--- config.mk ---
export PLATFORM = sky130hd
export DESIGN_NAME = vending_ctrl
export DESIGN_NICKNAME = d
export VERILOG_FILES = /design/src/rtl/vending_ctrl.sv
export SDC_FILE = /design/constraint.sdc
export NUM_CORES = 1
export LEC_CHECK = 0
export ABC_AREA = 1
export BUFFER_PORTS_ARGS = -buffer_cell sky130_fd_sc_hd__buf_2
export CORE_ASPECT_RATIO = 1.5
export CORE_MARGIN = 1
export CORE_UTILIZATION = 58
export CTS_BUF_LIST = sky130_fd_sc_hd__clkbuf_4 sky130_fd_sc_hd__clkbuf_8 sky130_fd_sc_hd__clkbuf_16
export CTS_CLUSTER_DIAMETER = 120
export DETAILED_ROUTE_END_ITERATION = 12
export HOLD_SLACK_MARGIN = 0.02
export PLACE_DENSITY_LB_ADDON = 0.25
export SYNTH_ARGS = -nofsm -noshare
export SYNTH_HDL_FRONTEND = slang
export SYNTH_SLANG_ARGS = --single-unit
export TNS_END_PERCENT = 10
--- constraint.sdc ---
create_clock -name clock -period 4.63 [get_ports clock]
set_clock_uncertainty 0.05 [all_clocks]
set_input_delay 0.926 -clock clock [delete_from_list [all_inputs] [get_ports clock]]
set_output_delay 0.926 -clock clock [all_outputs]
set_load 0.02 [all_outputs]
--- src/rtl/vending_ctrl.sv ---
// vending_ctrl
//   Coin-acceptor / vending controller. Three coin denominations, a
//   programmable price, a credit ceiling and carry-over of excess credit.
//   The dispense command is held until the product mechanism acknowledges.
//
//   Optional feature macro: VEND_CHANGE_EN
//     defined   : excess credit after a vend, or the whole credit on a cancel
//                 in COLLECT, is paid out as a one-cycle change pulse.
//     undefined : no change path; cancel_in ignored; excess credit carries over.
//
// Ports
//   clock             in   posedge clock
//   reset             in   synchronous, active-high reset
//   coin_a_in         in   one-cycle pulse, COIN_A inserted
//   coin_b_in         in   one-cycle pulse, COIN_B inserted
//   coin_c_in         in   one-cycle pulse, COIN_C inserted
//   cancel_in         in   refund request
//   dispense_ack_in   in   mechanism has delivered the product
//   open_out          out  dispense command
//   credit_out        out  current credit
//   coin_reject_out   out  one-cycle pulse, coin returned uncredited
//   change_valid_out  out  one-cycle pulse, change_out valid
//   change_out        out  amount returned, 0 when change_valid_out is low

module vending_ctrl #(
  parameter int unsigned CREDIT_W   = 8,
  parameter int unsigned COIN_A     = 10,
  parameter int unsigned COIN_B     = 20,
  parameter int unsigned COIN_C     = 50,
  parameter int unsigned PRICE      = 30,
  parameter int unsigned MAX_CREDIT = 200
) (
  input  logic                clock,
  input  logic                reset,
  input  logic                coin_a_in,
  input  logic                coin_b_in,
  input  logic                coin_c_in,
  input  logic                cancel_in,
  input  logic                dispense_ack_in,
  output logic                open_out,
  output logic [CREDIT_W-1:0] credit_out,
  output logic                coin_reject_out,
  output logic                change_valid_out,
  output logic [CREDIT_W-1:0] change_out
);

  typedef enum logic [1:0] {
    IDLE,
    COLLECT,
    DISPENSE,
    CHANGE
  } state_t;

  localparam logic [CREDIT_W:0]   LP_COIN_A  = (CREDIT_W+1)'(COIN_A);
  localparam logic [CREDIT_W:0]   LP_COIN_B  = (CREDIT_W+1)'(COIN_B);
  localparam logic [CREDIT_W:0]   LP_COIN_C  = (CREDIT_W+1)'(COIN_C);
  localparam logic [CREDIT_W:0]   LP_MAX     = (CREDIT_W+1)'(MAX_CREDIT);
  localparam logic [CREDIT_W:0]   LP_PRICE_X = (CREDIT_W+1)'(PRICE);
  localparam logic [CREDIT_W-1:0] LP_PRICE   = CREDIT_W'(PRICE);

  state_t              r_state;
  logic [CREDIT_W-1:0] r_credit;
  logic                r_open;
  logic                r_reject;

  logic [1:0]          w_coin_cnt;
  logic                w_any_coin;
  logic [CREDIT_W:0]   w_coin_val;
  logic [CREDIT_W:0]   w_sum;
  logic                w_collecting;
  logic                w_cancel;
  logic                w_accept;
  logic [CREDIT_W-1:0] w_remain;

  assign w_coin_cnt   = {1'b0, coin_a_in} + {1'b0, coin_b_in} + {1'b0, coin_c_in};
  assign w_any_coin   = coin_a_in | coin_b_in | coin_c_in;
  assign w_collecting = (r_state == IDLE) || (r_state == COLLECT);

  always_comb begin
    w_coin_val = '0;
    if (coin_a_in)      w_coin_val = LP_COIN_A;
    else if (coin_b_in) w_coin_val = LP_COIN_B;
    else if (coin_c_in) w_coin_val = LP_COIN_C;
  end

  // One bit wider than the credit register so an overflowing sum is seen
  // and rejected instead of wrapping.
  assign w_sum    = {1'b0, r_credit} + w_coin_val;
  assign w_remain = r_credit - LP_PRICE;

`ifdef VEND_CHANGE_EN
  logic                r_change_valid;
  logic [CREDIT_W-1:0] r_change;

  assign w_cancel = cancel_in && (r_state == COLLECT);
`else
  logic w_unused_cancel;

  assign w_unused_cancel = cancel_in;
  assign w_cancel        = 1'b0;
`endif

  // A refund in progress takes priority over any coin in the same cycle.
  assign w_accept = w_collecting && (w_coin_cnt == 2'd1) && !w_cancel &&
                    (w_sum <= LP_MAX);

  always_ff @(posedge clock) begin
    if (reset) begin
      r_state  <= IDLE;
      r_credit <= '0;
      r_open   <= 1'b0;
      r_reject <= 1'b0;
`ifdef VEND_CHANGE_EN
      r_change_valid <= 1'b0;
      r_change       <= '0;
`endif
    end else begin
      r_reject <= w_any_coin && !w_accept;
`ifdef VEND_CHANGE_EN
      r_change_valid <= 1'b0;
      r_change       <= '0;
`endif
      unique case (r_state)
        IDLE, COLLECT: begin
          if (w_cancel) begin
`ifdef VEND_CHANGE_EN
            r_state        <= CHANGE;
            r_change_valid <= 1'b1;
            r_change       <= r_credit;
`endif
          end else if (w_accept) begin
            r_credit <= w_sum[CREDIT_W-1:0];
            if (w_sum >= LP_PRICE_X) begin
              r_state <= DISPENSE;
              r_open  <= 1'b1;
            end else begin
              r_state <= COLLECT;
            end
          end
        end

        // open_out is a flag rather than a state decode so that a back-to-back
        // vend from carried-over credit can drop the command for one cycle
        // while staying in DISPENSE; an ack during that gap is not counted.
        DISPENSE: begin
          if (!r_open) begin
            r_open <= 1'b1;
          end else if (dispense_ack_in) begin
            r_credit <= w_remain;
            r_open   <= 1'b0;
`ifdef VEND_CHANGE_EN
            if (w_remain != '0) begin
              r_state        <= CHANGE;
              r_change_valid <= 1'b1;
              r_change       <= w_remain;
            end else begin
              r_state <= IDLE;
            end
`else
            if (w_remain >= LP_PRICE) begin
              r_state <= DISPENSE;
            end else if (w_remain != '0) begin
              r_state <= COLLECT;
            end else begin
              r_state <= IDLE;
            end
`endif
          end
        end

        CHANGE: begin
          r_credit <= '0;
          r_state  <= IDLE;
        end

        default: begin
          r_state  <= IDLE;
          r_credit <= '0;
          r_open   <= 1'b0;
        end
      endcase
    end
  end

  assign open_out        = r_open;
  assign credit_out      = r_credit;
  assign coin_reject_out = r_reject;

`ifdef VEND_CHANGE_EN
  assign change_valid_out = r_change_valid;
  assign change_out       = r_change;
`else
  assign change_valid_out = 1'b0;
  assign change_out       = '0;
`endif

endmodule

* Word level (Yosys, flattened, before mapping)
Cells that the tools add are included.
** Word-level totals
- Register bits :: 12
- Bits of input ports :: 7
- Output and inout bits :: 19
- Logic and storage cells :: 51
** Operators by class
- Add/sub/neg operators :: 4
- Order comparisons :: 3
- Equality and inequality tests :: 8
- Mux-type cells :: 19
- Bitwise logic cells :: 2
- Reduce and logical (&&, ||, !) cells :: 11
** Operators by type and width (number)
- 2-to-1 mux 8 bit :: 3
- one-hot mux 8 bit (3 select lines) :: 1
- 2-to-1 mux 9 bit :: 2
- 2-to-1 mux 2 bit :: 5
- adder 8 x 9 -> 9 bit :: 1
- greater-or-equal comparator 9 x 5 -> 1 bit, second input constant :: 1
- less-or-equal comparator 9 x 8 -> 1 bit, second input constant :: 1
- greater-or-equal comparator 8 x 5 -> 1 bit, second input constant :: 1
- != test 2 bit, second input constant :: 4
- nonzero test 8 bit :: 1
- subtractor 8 x 5 -> 8 bit, second input constant :: 1
- 2-to-1 mux 6 bit :: 1
- one-hot mux 2 bit (3 select lines) :: 1
- AND reduction 3 bit :: 2
- 2-to-1 mux 1 bit :: 5
- equality test 2 x 1 -> 1 bit, second input constant :: 2
- equality test 2 bit, second input constant :: 2
- logical AND 1 bit :: 3
- adder 1 x 1 -> 2 bit :: 1
- adder 2 x 1 -> 2 bit :: 1
- logical NOT 2 bit :: 1
- OR 1 bit :: 2
- one-hot mux 1 bit (2 select lines) :: 1
- nonzero test 2 bit :: 1
- other kinds (3) :: 3

* Logic depth before layout (Yosys ltp)
- Depth after elaboration :: 8
- Gate-level depth with buffers :: 17
- Mapped depth without buffers :: 17

* Worst setup path after synthesis
Ideal clock, no wire load.
- Kind :: input-to-reg
- Start point :: input port coin_c_in
- End point :: register r_credit[6], in the netlist credit_out[6]
- Library setup time :: 0.113 ns
- Data arrival time :: 2.676 ns
- Data required time :: 4.467 ns
- Slack :: 1.791 ns
- Cell stages on the path :: 15
- Buffers on the path :: 1
- Cells stage by stage :: inv_1 -> o21ai_0 -> ha_1 -> fa_1 -> nand2_2 -> nand2_2 -> nand3_2 -> nand3_1 -> nand2_2 -> nand3_2 -> nand2_2 -> nand2_4 -> buf_12 -> a21oi_2 -> nor2_2
** Between the ends
- Word-level cells in the longest chain between the ends :: 8
- Elaborated cells between the ends (all ways) :: 13
- Classes of those cells :: 2 x add/sub; 1 x order compare; 2 x eq/ne; 5 x mux; 3 x reduce/logical
** Ends and longest elaborated chain
- start: declaration :: RTL line 37 : input logic coin_c_in,
- 2-to-1 mux 6 bit :: RTL line 83 : else if (coin_c_in) w_coin_val = LP_COIN_C;
- 2-to-1 mux 9 bit :: RTL line 82 : else if (coin_b_in) w_coin_val = LP_COIN_B;
- 2-to-1 mux 9 bit :: RTL line 81 : if (coin_a_in) w_coin_val = LP_COIN_A;
- adder 8 x 9 -> 9 bit :: RTL line 88 : assign w_sum = {1'b0, r_credit} + w_coin_val;
- less-or-equal comparator 9 x 8 -> 1 bit :: RTL line 105 : (w_sum <= LP_MAX);
- logical AND 1 bit :: RTL line 104 : assign w_accept = w_collecting && (w_coin_cnt == 2'd1) && !w_cancel &&
- != test 2 bit (no source line)
- AND reduction 3 bit (no source line)
- end signal: assignment :: RTL line 132 : r_credit <= w_sum[CREDIT_W-1:0];
- end signal: assignment :: RTL line 149 : r_credit <= w_remain;
- end: declaration :: RTL line 62 : logic [CREDIT_W-1:0] r_credit;
Several ways; a longest one is shown, not always the timed one. The select of a mux whose other input is x is not followed.
A chain may end at the register's enable or synchronous reset.

* Final worst setup path
- Start point :: input port coin_a_in
- End point :: register r_credit[1], in the netlist credit_out[1]
** Between the ends
- Word-level cells in the longest chain between the ends :: 7
- Elaborated cells between the ends (all ways) :: 12
- Classes of those cells :: 3 x add/sub; 1 x order compare; 2 x eq/ne; 3 x mux; 3 x reduce/logical
** Ends and longest elaborated chain
- start: declaration :: RTL line 35 : input logic coin_a_in,
- branches (longest 7 deep; another with adder 8 x 9 -> 9 bit)
Parallel ways; which one is timed is not known. The select of a mux whose other input is x is not followed.

==> metrics.cfg <==
[run_status]
status=complete, no violations

[floorplan]
die_x_microns=40.6
initial_core_util=0.625
dieArea_sq_um=2440
ioPinCount=26
rows=20
die_y_microns=60.0
core_region_area_sq_um=2080

[routing]
post_drt_wl_per_cell_microns=11.9
vias=1215
drt-initial-drc-count=34
wirelength_microns=2700
firstDrtPassIters=4
drc=0
drt.antenna.violating_nets=0
viasPerCell=5.33

[yosys]
yosys_warnings=0
synth.area.top_cells=dfxtp_1 (17%), nand2_1 (15%), a21oi_2 (6.7%)
synth_cells=192
synth.distinct_cells=33
syn_area_per_cell_sq_um=6.76
synth_largest_area_cell=dfxtp_1
ys_seq_elements=11
netlist_area_sq_um=1300
synth_top_cell_area_share=0.170
yosysSeqAreaShare=0.170

[power]
power_density_nw_per_um2=521
ir_drop_mv=0.253
p_leak_nw=0.692

[critical_path]
endpoint=credit_out[1]
cp_top_family=simple AND/OR/NAND/NOR gates
r2r_slack_ns=2.25
crit_chain=buf_2 > inv_1 > o21ai_0 > ha_1 > fa_1 > nand2_2 > nand2_2 > nand2_1 > nand2_1 > nand2_1 > nand3_2 > nand3_2 > nand2_2 > nand2_4 > nand2_1 > nand2_1 > nand2_1 > nor2_1
critPathSlowestCell=fa_1
cp_common_cell=nand2_1
worst-path-buf-inv=2
cp.arrival_ns=3.17
critPathMaxStageDelay_ns=0.42
critical_path_class=in -> reg
cp.depth=18
r2r-start=credit_out[1]
cp_data_required_time_ns=4.80
critPathLaunchType=input port
crit_start=coin_a_in
worstReg2RegEnd=credit_out[1]
end_kind=register
reg2reg_depth=15
path_max_fanout=16

[cts]
clockBufferDepth=2
clkTransAtPathRegs_ns=0.08
cts_tree=yes
insertion_delay_ns=0.28
cts.sinks=11
numCtsBuffers=3
ctsHoldBuffers=0
htree_num_levels=1
post_cts_buffers=0
cts.repair.resized=0
cts_root_buf=clkbuf_4

[timing]
setup_tns_ns=0
fin_hold_ws_ns=0.480
hold_viol=0
timing.fmax_mhz=333
rsz0062_at_grt=false
slew_viol_final=0
setup_viol=0
min_period_ns=3.00
min_period_over_period=0.649

[grt]
grt_pass1_wl_microns=4220
grt-busiest-layer=met2
met3_usage=0.0112
met1_usage=0.264
grt-ovfl-total=0
antenna_found_initial=0
grt_max_degree=17
grtUsageMet2=0.458
grt_use_total=0.247
grt_pass1_vias=1079

[place]
hpwlAfterDp_microns=2180
gp_congestion=0.930
port_buffers=14

[cells_and_area]
syn2layout_area_growth_pct=2.60
layout-drive-gt1-share=0.238
antenna_cells=0
nets=223

[hold_path]
hold_path_class=reg -> reg

[job]
max_cap_violations=0

[worst min path at each step]
stage	from	endpoint	slack, ns	cells past startpoint
6_report	r_state[0]	r_state[0]	0.48	2
5_1_grt	r_state[0]	r_state[0]	0.52	2
4_1_cts	r_state[0]	r_state[0]	0.48	2
3_5_place_dp	r_state[0]	r_state[0]	0.47	2
3_3_place_gp	open_out	open_out	0.46	2
2_1_floorplan	r_state[0]	r_state[0]	0.45	2
[cell usage after synthesis]
cell type	number
nand3_1	12
a21oi_1	3
nand3_2	4
o211ai_1	1
nor2_2	1
o21bai_1	1
a21oi_2	10
nor2_4	1
conb_1	1
ha_1	7
inv_2	3
clkinv_1	1
xor2_1	3
nand3b_4	1
buf_12	1
fa_1	2
nor3_2	1
xnor2_1	1
nand2_4	1
o22ai_1	2
o21ai_0	8
inv_4	1
nand2_1	51
a31oi_1	1
clkbuf_16	1
nor3_1	1
nand2_2	8
nor2_1	19
nand4_1	2
nand3b_1	5
dfxtp_1	11
inv_1	16
buf_4	11
[cell type report]
type                            instances  area [sq um]
Multi-Input combinational cell        156           903
Fill cell                             225           744
Sequential cell                        11           220
Inverter                               21          81.3
Timing Repair Buffer                   14          70.1
Clock buffer                            4          30.0
Tap cell                               22          27.5
[layout by cell type, fill, tap and decap left out, types with 3 or more instances in the layout]
master,instances
nand3b_1,5
xor2_1,3
inv_2,3
a21oi_2,10
dfxtp_1,11
inv_1,16
nand2_1,51
conb_1,10
o21ai_0,8
nand2_2,8
nand3_1,12
nor2_1,19
ha_1,7
a21oi_1,3
buf_2,14
nand3_2,4
clkbuf_4,4
[layer usage]
metal,wire length (microns),share of wire,vias to the layer above
met4,57,0.021,0
met2,1450,0.54,25
met1,1120,0.42,554
met3,70,0.026,7
met5,0,0,-
li1,-,-,629
[per-stage QoR]
stage | instances | util | total power, W | cell area [sq um] | setup WS, ns
floorplan | 201 | - | 0.000561 | 1330 | 1.79
detailed placement | 224 | 0.627 | 0.000620 | 1300 | 1.31
global route | 228 | 0.642 | 0.000762 | 1330 | 1.41
CTS | 228 | 0.642 | 0.000698 | 1330 | 1.60
finish | 228 | 0.642 | 0.000695 | 1330 | 1.63
global placement | 224 | 0.627 | 0.000606 | 1300 | 1.41
[worst reg2reg max path, stage by stage, from the launching register on]
cell and delay (ns):
dfxtp_1 0.38, ha_1 0.27, fa_1 0.42, nand2_2 0.11
nand2_2 0.08, nand2_1 0.06, nand2_1 0.05, nand2_1 0.12
nand3_2 0.09, nand3_2 0.07, nand2_2 0.08, nand2_4 0.21
nand2_1 0.11, nand2_1 0.07, nand2_1 0.04, nor2_1 0.09
[power breakdown]
part           leakage [nW]  internal (W)  switching [W]  total [W]
registers            0.0908      0.000123      0.0000483   0.000171
logic                 0.583      0.000169       0.000279   0.000449
clock network        0.0184     0.0000393      0.0000354  0.0000747
total                 0.692      0.000331       0.000363   0.000695
[state kept, by name, indices dropped and copies added (netlist names)]
register / count
r_state: 2
open_out: 1
credit_out: 7
coin_reject_out: 1
[cell families after synthesis]
family / synth area share
simple gates: 0.406
xor+xnor: 0.0270
other cells: 0.00289
fa+ha+maj: 0.0983
flops: 0.170
buf+inv: 0.161
compound gates: 0.136
Note: power is estimated with default switching activity, not from simulation.
